$ cat config.mk
export PLATFORM = sky130hd
export DESIGN_NAME = regfile_wb_arbiter
export DESIGN_NICKNAME = d
export VERILOG_FILES = /design/src/rtl/regfile_wb_arbiter.sv
export SDC_FILE = /design/constraint.sdc
export NUM_CORES = 1
export LEC_CHECK = 0
export BUFFER_PORTS_ARGS = -buffer_cell sky130_fd_sc_hd__buf_2
export CORE_UTILIZATION = 50
export CTS_CLUSTER_DIAMETER = 100
export DETAILED_ROUTE_END_ITERATION = 10
export GPL_ROUTABILITY_DRIVEN = 0
export PLACE_DENSITY = 0.76
export SETUP_SLACK_MARGIN = 0.05
export SYNTH_ARGS = -nofsm -noshare
export SYNTH_HDL_FRONTEND = slang
export SYNTH_SLANG_ARGS = --single-unit
$ cat constraint.sdc
create_clock -name clk -period 1.9 [get_ports clk]
set_clock_uncertainty 0.2 [all_clocks]
set_input_delay 0.095 -clock clk [delete_from_list [all_inputs] [get_ports clk]]
set_output_delay 0.095 -clock clk [all_outputs]
set_load 0.03 [all_outputs]
$ cat src/rtl/regfile_wb_arbiter.sv
// Writeback arbiter for the single register-file write port, shared by the ALU and LSU, plus an in-flight scoreboard for decode.
// Define REGFILE_WB_BYPASS_EN to add forwarding outputs (rs_fwd/rs2_fwd with data) on top of the pending flags.
module regfile_wb_arbiter #(
  parameter int XLEN       = 32,
  parameter int REG_ADDR_W = 5
) (
  input  logic                  clk,
  input  logic                  rst,
  input  logic                  alu_valid,
  output logic                  alu_ready,
  input  logic [REG_ADDR_W-1:0] alu_rd,
  input  logic [XLEN-1:0]       alu_data,
  input  logic                  lsu_valid,
  output logic                  lsu_ready,
  input  logic [REG_ADDR_W-1:0] lsu_rd,
  input  logic [XLEN-1:0]       lsu_data,
  output logic                  rf_we,
  output logic [REG_ADDR_W-1:0] rf_rd,
  output logic [XLEN-1:0]       rf_wdata,
  input  logic [REG_ADDR_W-1:0] rs,
  input  logic [REG_ADDR_W-1:0] rs2,
  output logic                  rs_pending,
  output logic                  rs2_pending
`ifdef REGFILE_WB_BYPASS_EN
  ,
  output logic                  rs_fwd,
  output logic [XLEN-1:0]       rs_fwd_data,
  output logic                  rs2_fwd,
  output logic [XLEN-1:0]       rs2_fwd_data
`endif
);

  typedef enum logic {EMPTY, FULL} buf_state_t;

  buf_state_t alu_state, alu_state_next;
  buf_state_t lsu_state, lsu_state_next;
  logic [REG_ADDR_W-1:0] alu_rd_q, lsu_rd_q;
  logic [XLEN-1:0]       alu_data_q, lsu_data_q;
  logic                  lsu_first, lsu_first_next;

  logic alu_full, lsu_full;
  logic grant_alu, grant_lsu;
  logic alu_fill, lsu_fill;

  assign alu_full = (alu_state == FULL);
  assign lsu_full = (lsu_state == FULL);

  // lsu_first marks the LSU buffer as the older one whenever both are full.
  assign grant_alu = alu_full && (!lsu_full || !lsu_first);
  assign grant_lsu = lsu_full && (!alu_full || lsu_first);

  assign alu_ready = !rst && (!alu_full || grant_alu);
  assign lsu_ready = !rst && (!lsu_full || grant_lsu);

  // Writes to x0 complete the handshake but never occupy a buffer.
  assign alu_fill = alu_valid && alu_ready && (alu_rd != '0);
  assign lsu_fill = lsu_valid && lsu_ready && (lsu_rd != '0);

  always_ff @(posedge clk) begin
    if (rst) begin
      alu_state <= EMPTY;
      lsu_state <= EMPTY;
      lsu_first <= 1'b0;
    end else begin
      alu_state <= alu_state_next;
      lsu_state <= lsu_state_next;
      lsu_first <= lsu_first_next;
    end
  end

  always_comb begin
    alu_state_next = alu_state;
    lsu_state_next = lsu_state;
    lsu_first_next = lsu_first;
    if (alu_fill)       alu_state_next = FULL;
    else if (grant_alu) alu_state_next = EMPTY;
    if (lsu_fill)       lsu_state_next = FULL;
    else if (grant_lsu) lsu_state_next = EMPTY;
    // Same-cycle accepts order the LSU first; otherwise a surviving entry is older than a new one.
    if (alu_fill && lsu_fill)
      lsu_first_next = 1'b1;
    else if (alu_fill && lsu_state_next == FULL)
      lsu_first_next = 1'b1;
    else if (lsu_fill && alu_state_next == FULL)
      lsu_first_next = 1'b0;
  end

  always_ff @(posedge clk) begin
    if (rst) begin
      alu_rd_q   <= '0;
      alu_data_q <= '0;
      lsu_rd_q   <= '0;
      lsu_data_q <= '0;
    end else begin
      if (alu_fill) begin
        alu_rd_q   <= alu_rd;
        alu_data_q <= alu_data;
      end
      if (lsu_fill) begin
        lsu_rd_q   <= lsu_rd;
        lsu_data_q <= lsu_data;
      end
    end
  end

  always_ff @(posedge clk) begin
    if (rst) begin
      rf_we    <= 1'b0;
      rf_rd    <= '0;
      rf_wdata <= '0;
    end else begin
      rf_we <= grant_alu || grant_lsu;
      if (grant_lsu) begin
        rf_rd    <= lsu_rd_q;
        rf_wdata <= lsu_data_q;
      end else if (grant_alu) begin
        rf_rd    <= alu_rd_q;
        rf_wdata <= alu_data_q;
      end
    end
  end

  function automatic logic in_flight(input logic [REG_ADDR_W-1:0] r);
    return (r != '0) &&
           ((alu_full && alu_rd_q == r) ||
            (lsu_full && lsu_rd_q == r) ||
            (rf_we && rf_rd == r));
  endfunction

  assign rs_pending  = in_flight(rs);
  assign rs2_pending = in_flight(rs2);

`ifdef REGFILE_WB_BYPASS_EN
  // The write stage always holds the oldest entry, so buffers take priority, younger first.
  function automatic logic [XLEN-1:0] newest_value(input logic [REG_ADDR_W-1:0] r);
    logic alu_hit;
    logic lsu_hit;
    alu_hit = alu_full && (alu_rd_q == r);
    lsu_hit = lsu_full && (lsu_rd_q == r);
    if (lsu_first) begin
      if (alu_hit)      return alu_data_q;
      else if (lsu_hit) return lsu_data_q;
      else              return rf_wdata;
    end else begin
      if (lsu_hit)      return lsu_data_q;
      else if (alu_hit) return alu_data_q;
      else              return rf_wdata;
    end
  endfunction

  assign rs_fwd       = rs_pending;
  assign rs2_fwd      = rs2_pending;
  assign rs_fwd_data  = newest_value(rs);
  assign rs2_fwd_data = newest_value(rs2);
`endif

endmodule

==> flow_summary.toml, run 1 <==
[clock_tree]
cts_root_buffer = "sky130_fd_sc_hd__clkbuf_8"
clkLatencyLatePin_ns = 0.50
cts_sinks = 115
clk_pin_slew_ns = 0.06
tritoncts.num_buffers = 17
max-clock-path-buffers = 2
htree_num_levels = 4
cts_tree = "yes"

[global_routing]
grt_antenna_before_repair = 0
grt_start_max_net_pins = 85
use_met3 = 0.07420
gr-usage-met2 = 0.5026
grtUsageMet1 = 0.3153
overall_global_routing_resource_usage = 0.2863
grt_first_pass_wirelength_mm = 22.43
most_crowded_layer_gr = "met2"
global_route.overflow_total = 0
grt_pass1_vias = 4897

[die]
dieHeight_um = 100.9
num_rows = 35
core_area_mm2 = 0.009371
die_width_um = 100.9
floorplan.die_area_mm2 = 0.01018
io-pin-count = 130
initial_utilization = 0.5218

[logic_synthesis]
ys_dominant_reg_cell = "sky130_fd_sc_hd__dfxtp_1"
yosysTopAreaCellShare = 0.4708
share_of_the_yosys_chip_area_belonging_to_registers = 0.4708
synth.most_common_cell = "sky130_fd_sc_hd__dfxtp_1"
yosys.area_share.adder = 0
synth_compound_area_frac = 0.08060
post_synth_instance_area_mm2 = 0.004890
postSynthCellCount = 590
yosysWarnings = 0
syn_nets = 678
synthMuxAreaShare = 0.02047
synth_top_cells_by_area = "sky130_fd_sc_hd__dfxtp_1, sky130_fd_sc_hd__nand2_1, sky130_fd_sc_hd__nor2_1, sky130_fd_sc_hd__nand3b_1, sky130_fd_sc_hd__nand2b_1"
synth.ff_latch_count = 115
synthSimpleGateAreaFrac = 0.3229
synth_xor_xnor_area_share = 0.05374
synth_edf_count = 0
yosysTopAreaCell = "sky130_fd_sc_hd__dfxtp_1"
synthArstFlopShare = 0
synth_top_family_by_area = "simple AND/OR/NAND/NOR gates"
yosys-top-cells-count = "sky130_fd_sc_hd__dfxtp_1, sky130_fd_sc_hd__nand2_1, sky130_fd_sc_hd__nor2_1, sky130_fd_sc_hd__nand2b_1, sky130_fd_sc_hd__nand3b_1"
avgSynthCellArea_um2 = 8.288
synth.lib_cells_used.distinct = 35

[worst_setup_path]
critical_path_arrival_ns = 1.81
timing_worst_setup_path_type = "flop to output pin"
slowest_delay_ns = 0.35
worstPathRequired_ns = 1.60
cpMaxStageDelayCell = "sky130_fd_sc_hd__dfxtp_2"
worstPathCellList = "xor2_1 -> nor4_1 -> nand3_1 -> a21oi_2 -> buf_6"
critical_path.top_delay_family = "simple AND/OR/NAND/NOR gates"
path_max_fanout = 4
crit-reg2reg-launch = "alu_full"
worst_setup_path_end_kind = "output pin"
worst_setup_path_startpoint = "lsu_rd_q[3]"
setup_slack_of_the_most_critical_reg_to_reg_path_ns = 0.22
timing.critical_path.from_type = "flop"
cp_num_buf_inv = 1

[outcome]
run_status = "complete, but fails checks"
failed_checks = "negative setup slack"

[power_and_ir_drop]
power-per-cell-area_mw_per_mm2 = 973.8
seq_power_share = 0.395
total_switching_power_mw = 1.843
vdd_drop_max_mv = 0.7777
design_power_total_mw = 6.959
leakagePower_nw = 3.307
power.share.switching = 0.2649
pwr-share-comb = 0.155
clock_power_share = 0.450
cellInternalPower_mw = 5.115

[drt]
post_drt_via_cell_ratio = 5.252
avgRoutedWirePerCell_um = 15.15
drc = 0
drt-pass1-iter-count = 5
total_wirelength_of_the_detailed_routed_design_mm = 14.19
routed-via-count = 4921
route.antenna.remaining_nets = 0
drtIter0Drc = 232

[place]
dp_hpwl_mm = 8.274
place_worst_setup_slack_ns = 0.1279
port_buffers = 129
dpl_cell_area_mm2 = 0.005662

[finish]
layout-drive-gt1-share = 0.2550
num-fill-cells = 652
area_of_the_multi_input_gates_mm2 = 0.002409
antennaDiodeCount = 0
sequential_cell_area_mm2 = 0.002323
layout.nets = 883
stdcell_area_mm2 = 0.007146
finalCoreUtilization = 0.7625
area_delta_synth_final_pct = 46.14

[timing]
setup_viol = 2
f_max_mhz = 475.4
hold_viol_final = 0
finalMaxSlewViolations = 0
timing.max_slew.rel_slack = 0.5411
tightest_slew_ns = 0.6883
final.setup.worst_slack_ns = -0.2035
final.min_clock_period_ns = 2.104
timing.setup.tns_ns = -0.3807
grt_setup_unrepaired = "true"
finalCritPeriodShare = 1.107

[run]
maxCapViolCount = 0

[hold_path]
min-delay-start = "lsu_data[10]"
worst_hold_path_type = "input port to flop"
-- worst paths after layout --
path	to	depth (start not counted)
worst max-delay path	rs_pending	5
worst min-delay path	lsu_data_q[10]	4
worst max register to register	rf_wdata[14]	5
worst min register to register	lsu_data_q[17]	2
-- stage by stage --
step | hold slack, ns | std cells
2_1_floorplan | -0.006050 | 590
3_3_place_gp | 0.08087 | 824
3_5_place_dp | 0.08544 | 824
4_1_cts | 0.1020 | 937
5_1_grt | 0.1259 | 937
6_report | 0.1161 | 937
-- cell usage in the layout (no fill, tap or decap), drive strengths merged, types with 2 or more instances in the layout --
| master | count |
|---|---|
| dfxtp | 115 |
| bufinv | 3 |
| clkbuf | 20 |
| nand3b | 37 |
| nand2b | 37 |
| clkinv | 5 |
| nand2 | 113 |
| or4 | 3 |
| xnor2 | 5 |
| clkinvlp | 5 |
| dlygate4sd3 | 78 |
| xor2 | 25 |
| buf | 149 |
| a211oi | 10 |
| o21ai | 39 |
| nand3 | 4 |
| a21o | 2 |
| mux2i | 10 |
| nor2 | 96 |
| inv | 3 |
| nor4 | 33 |
| a32oi | 2 |
| a21oi | 4 |
-- cell families after synthesis --
kind of cell	count (synthesis)
mux	10
buf+inv	45
simple gates	328
flops	115
compound gates	62
xor+xnor	30
-- timing repair --
item / 4_1_cts / 5_1_grt
resized for setup: 14 / 14
pin swaps: 11 / 8
hold buffers: 78 / 0
hold endpoints to repair: 88 / 0
setup endpoints to repair: 4 / 4
setup buffers: 3 / 0
-- layer usage --
metal | wire length (um) | share of wire
met5 | 0 | 0
met4 | 424 | 0.030
met2 | 7052 | 0.50
met3 | 925 | 0.065
met1 | 5789 | 0.41
-- registers in the layout (all words and copies together), names as in the netlist --
register    count
rf_wdata       32
lsu_first       1
rf_rd           5
lsu_full        1
alu_rd_q        5
lsu_data_q     32
lsu_rd_q        5
rf_we           1
alu_data_q     32
alu_full        1
-- power by group through the flow --
stage / registers, mW / clock network, mW / logic (mW)
detailed placement: 2.79 / 0 / 0.899
global route: 2.77 / 3.26 / 1.16
finish: 2.75 / 3.13 / 1.08
floorplan: 2.90 / 0 / 0.460
global placement: 2.78 / 0 / 0.878
CTS: 2.74 / 3.16 / 1.05
-- tightest hold or removal path, cell delays in order --
cell                            delay (ns)
sky130_fd_sc_hd__dlygate4sd3_1        0.52
sky130_fd_sc_hd__buf_2                0.09
sky130_fd_sc_hd__nand2_1              0.03
sky130_fd_sc_hd__o21ai_0              0.05
-- final cells by class --
class                      instances  share of cell area
inverter                           3            0.001576
tap                              129             0.02259
clock inverter                    13             0.02241
timing repair buffer             228              0.2308
multi-input combinational        430              0.3371
sequential                       115              0.3252
clock buffer                      19             0.06041
Power figures use the tool's default switching activity.
==> inputs of run 2 (changes only) <==
Clock period 1.9 ns to 2.3 ns, I/O delays scaled along.
==> run 2 against run 1 <==
Highest routed layer unchanged. Sequential cell count unchanged. The flow now finishes without violations. Largest cell class unchanged. Non-clock buffer count increased by 1. Register-to-register slack got worse by 0.07 ns. Sequential share of layout area decreased by 0.058 points. Sequential power decreased by 17%. Combinational power decreased by 19%. Die area unchanged. Clock power decreased by 14%. Core utilization decreased by 0.48 points. Cell area decreased by 0.63%. Routed wire length increased by 3.9%. Worst hold slack improved by 0.022 ns.
==> flow_summary.toml, run 2 (synthesized netlist as in run 1, its figures left out) <==
[worst_setup_path]
worst_setup_path_startpoint = "rf_rd[1]"
path_max_fanout = 4
critical_path_arrival_ns = 1.89
timing.critical_path.from_type = "flop"
worstPathRequired_ns = 1.99
r2r.worst_path.cells = 6
crit-reg2reg-launch = "lsu_full"
worst_setup_path_end_kind = "output pin"
timing_worst_setup_path_type = "flop to output pin"

[global_routing]
grt_pass1_vias = 4989
grt_first_pass_wirelength_mm = 23.19
overall_global_routing_resource_usage = 0.2988
global_route.overflow_total = 0
grt_start_max_net_pins = 91
grt_antenna_before_repair = 1

[drt]
avgRoutedWirePerCell_um = 15.71
drc = 0
total_wirelength_of_the_detailed_routed_design_mm = 14.75
route.antenna.remaining_nets = 0
drt-pass1-iter-count = 5
routed-via-count = 4878
post_drt_via_cell_ratio = 5.195
drtIter0Drc = 235

[finish]
area_of_the_multi_input_gates_mm2 = 0.002382
largest_registers = "alu_data_q (32), lsu_data_q (32), rf_wdata (32)"
layout_commonest_cell = "sky130_fd_sc_hd__buf_2"
area_delta_synth_final_pct = 45.21
layout-drive-gt1-share = 0.2324
sequential_cell_area_mm2 = 0.002305
layout.nets = 884
mostFrequentLayoutCells = "sky130_fd_sc_hd__buf_2, sky130_fd_sc_hd__nand2_1, sky130_fd_sc_hd__dfxtp_1"
stdcell_area_mm2 = 0.007101
num-fill-cells = 663

[hold_path]
min-delay-start = "alu_data[1]"
hold_depth = 4
worst_hold_path_type = "input port to flop"

[clock_tree]
clk_pin_slew_ns = 0.06
cts_tree = "yes"
clkLatencyLatePin_ns = 0.51
cts_root_buffer = "sky130_fd_sc_hd__clkbuf_8"
max-clock-path-buffers = 2
cts_sinks = 115
tritoncts.num_buffers = 17
htree_num_levels = 4

[timing]
timing.setup.tns_ns = 0
final.min_clock_period_ns = 2.209
timing.hold.ws_ns = 0.1376
tightest_slew_ns = 0.7235
finalCritPeriodShare = 0.9603
grt_setup_unrepaired = "true"
setup_viol = 0
finalMaxSlewViolations = 0
f_max_mhz = 452.8
hold_viol_final = 0
timing.max_slew.rel_slack = 0.5177

[die]
num_rows = 35
initial_utilization = 0.5218
io-pin-count = 130
floorplan.die_area_mm2 = 0.01018
die_width_um = 100.9
core_area_mm2 = 0.009371
dieHeight_um = 100.9

[run]
maxCapViolCount = 0

[place]
dpl_cell_area_mm2 = 0.005622
port_buffers = 129
dp_hpwl_mm = 8.336

[power_and_ir_drop]
design_power_total_mw = 5.846
leakagePower_nw = 3.310
vdd_drop_max_mv = 0.6147
power-per-cell-area_mw_per_mm2 = 823.3

[outcome]
run_status = "complete, no violations"
## run 2: cell type report
type / instances / area share
clock buffers: 21 / 0.06326
inverters: 3 / 0.001586
clock inverters: 11 / 0.02220
multi-input cells: 430 / 0.3355
diodes: 1 / 0.0003524
well taps: 129 / 0.02273
flip-flops and latches: 115 / 0.3246
repair buffers: 229 / 0.2298
## run 2: path summary, 6_finish.rpt
kind	to	slack, ns
setup / recovery	rs_pending	0.09
hold / removal	alu_data_q[1]	0.14
setup reg to reg	alu_data_q[25]	0.15
hold reg to reg	lsu_data_q[30]	0.27
## run 2: layer usage
layer	up-vias	share of wire	wire length (um)	global-route usage
met5	-	0	0	0
met4	0	0.034	502	0.1750
met3	46	0.053	788	0.06311
met2	190	0.51	7501	0.5311
met1	2270	0.40	5955	0.3285
li1	2372	-	-	-
## run 2: power by group
part | switching [mW] | total, mW | leakage (nW) | internal [mW]
clock | 0.891 | 2.69 | 0.301 | 1.80
sequential | 0.117 | 2.28 | 0.951 | 2.16
combinational | 0.492 | 0.877 | 2.06 | 0.385
## run 2: per-stage QoR
stage	setup slack, ns	instances	utilization
2_1_floorplan	0.4342	590	-
3_3_place_gp	0.4585	822	0.5999
3_5_place_dp	0.4106	822	0.5999
4_1_cts	0.06207	937	0.7533
5_1_grt	-0.003011	939	0.7577
6_report	0.09128	939	0.7577
## run 2: worst max-delay path, cell delays in order (launching register included)
cell and delay (ns):
sky130_fd_sc_hd__dfxtp_1 0.35, sky130_fd_sc_hd__xor2_1 0.17, sky130_fd_sc_hd__nor4_1 0.36, sky130_fd_sc_hd__a32oi_1 0.15, sky130_fd_sc_hd__a21oi_1 0.14, sky130_fd_sc_hd__buf_2 0.21
## run 2: timing repair
item	in CTS	in global routing
endpoints found under the hold margin	85	0
setup endpoints to repair	0	8
hold buffers	83	0
gates resized for setup	0	9
buffers inserted	0	1
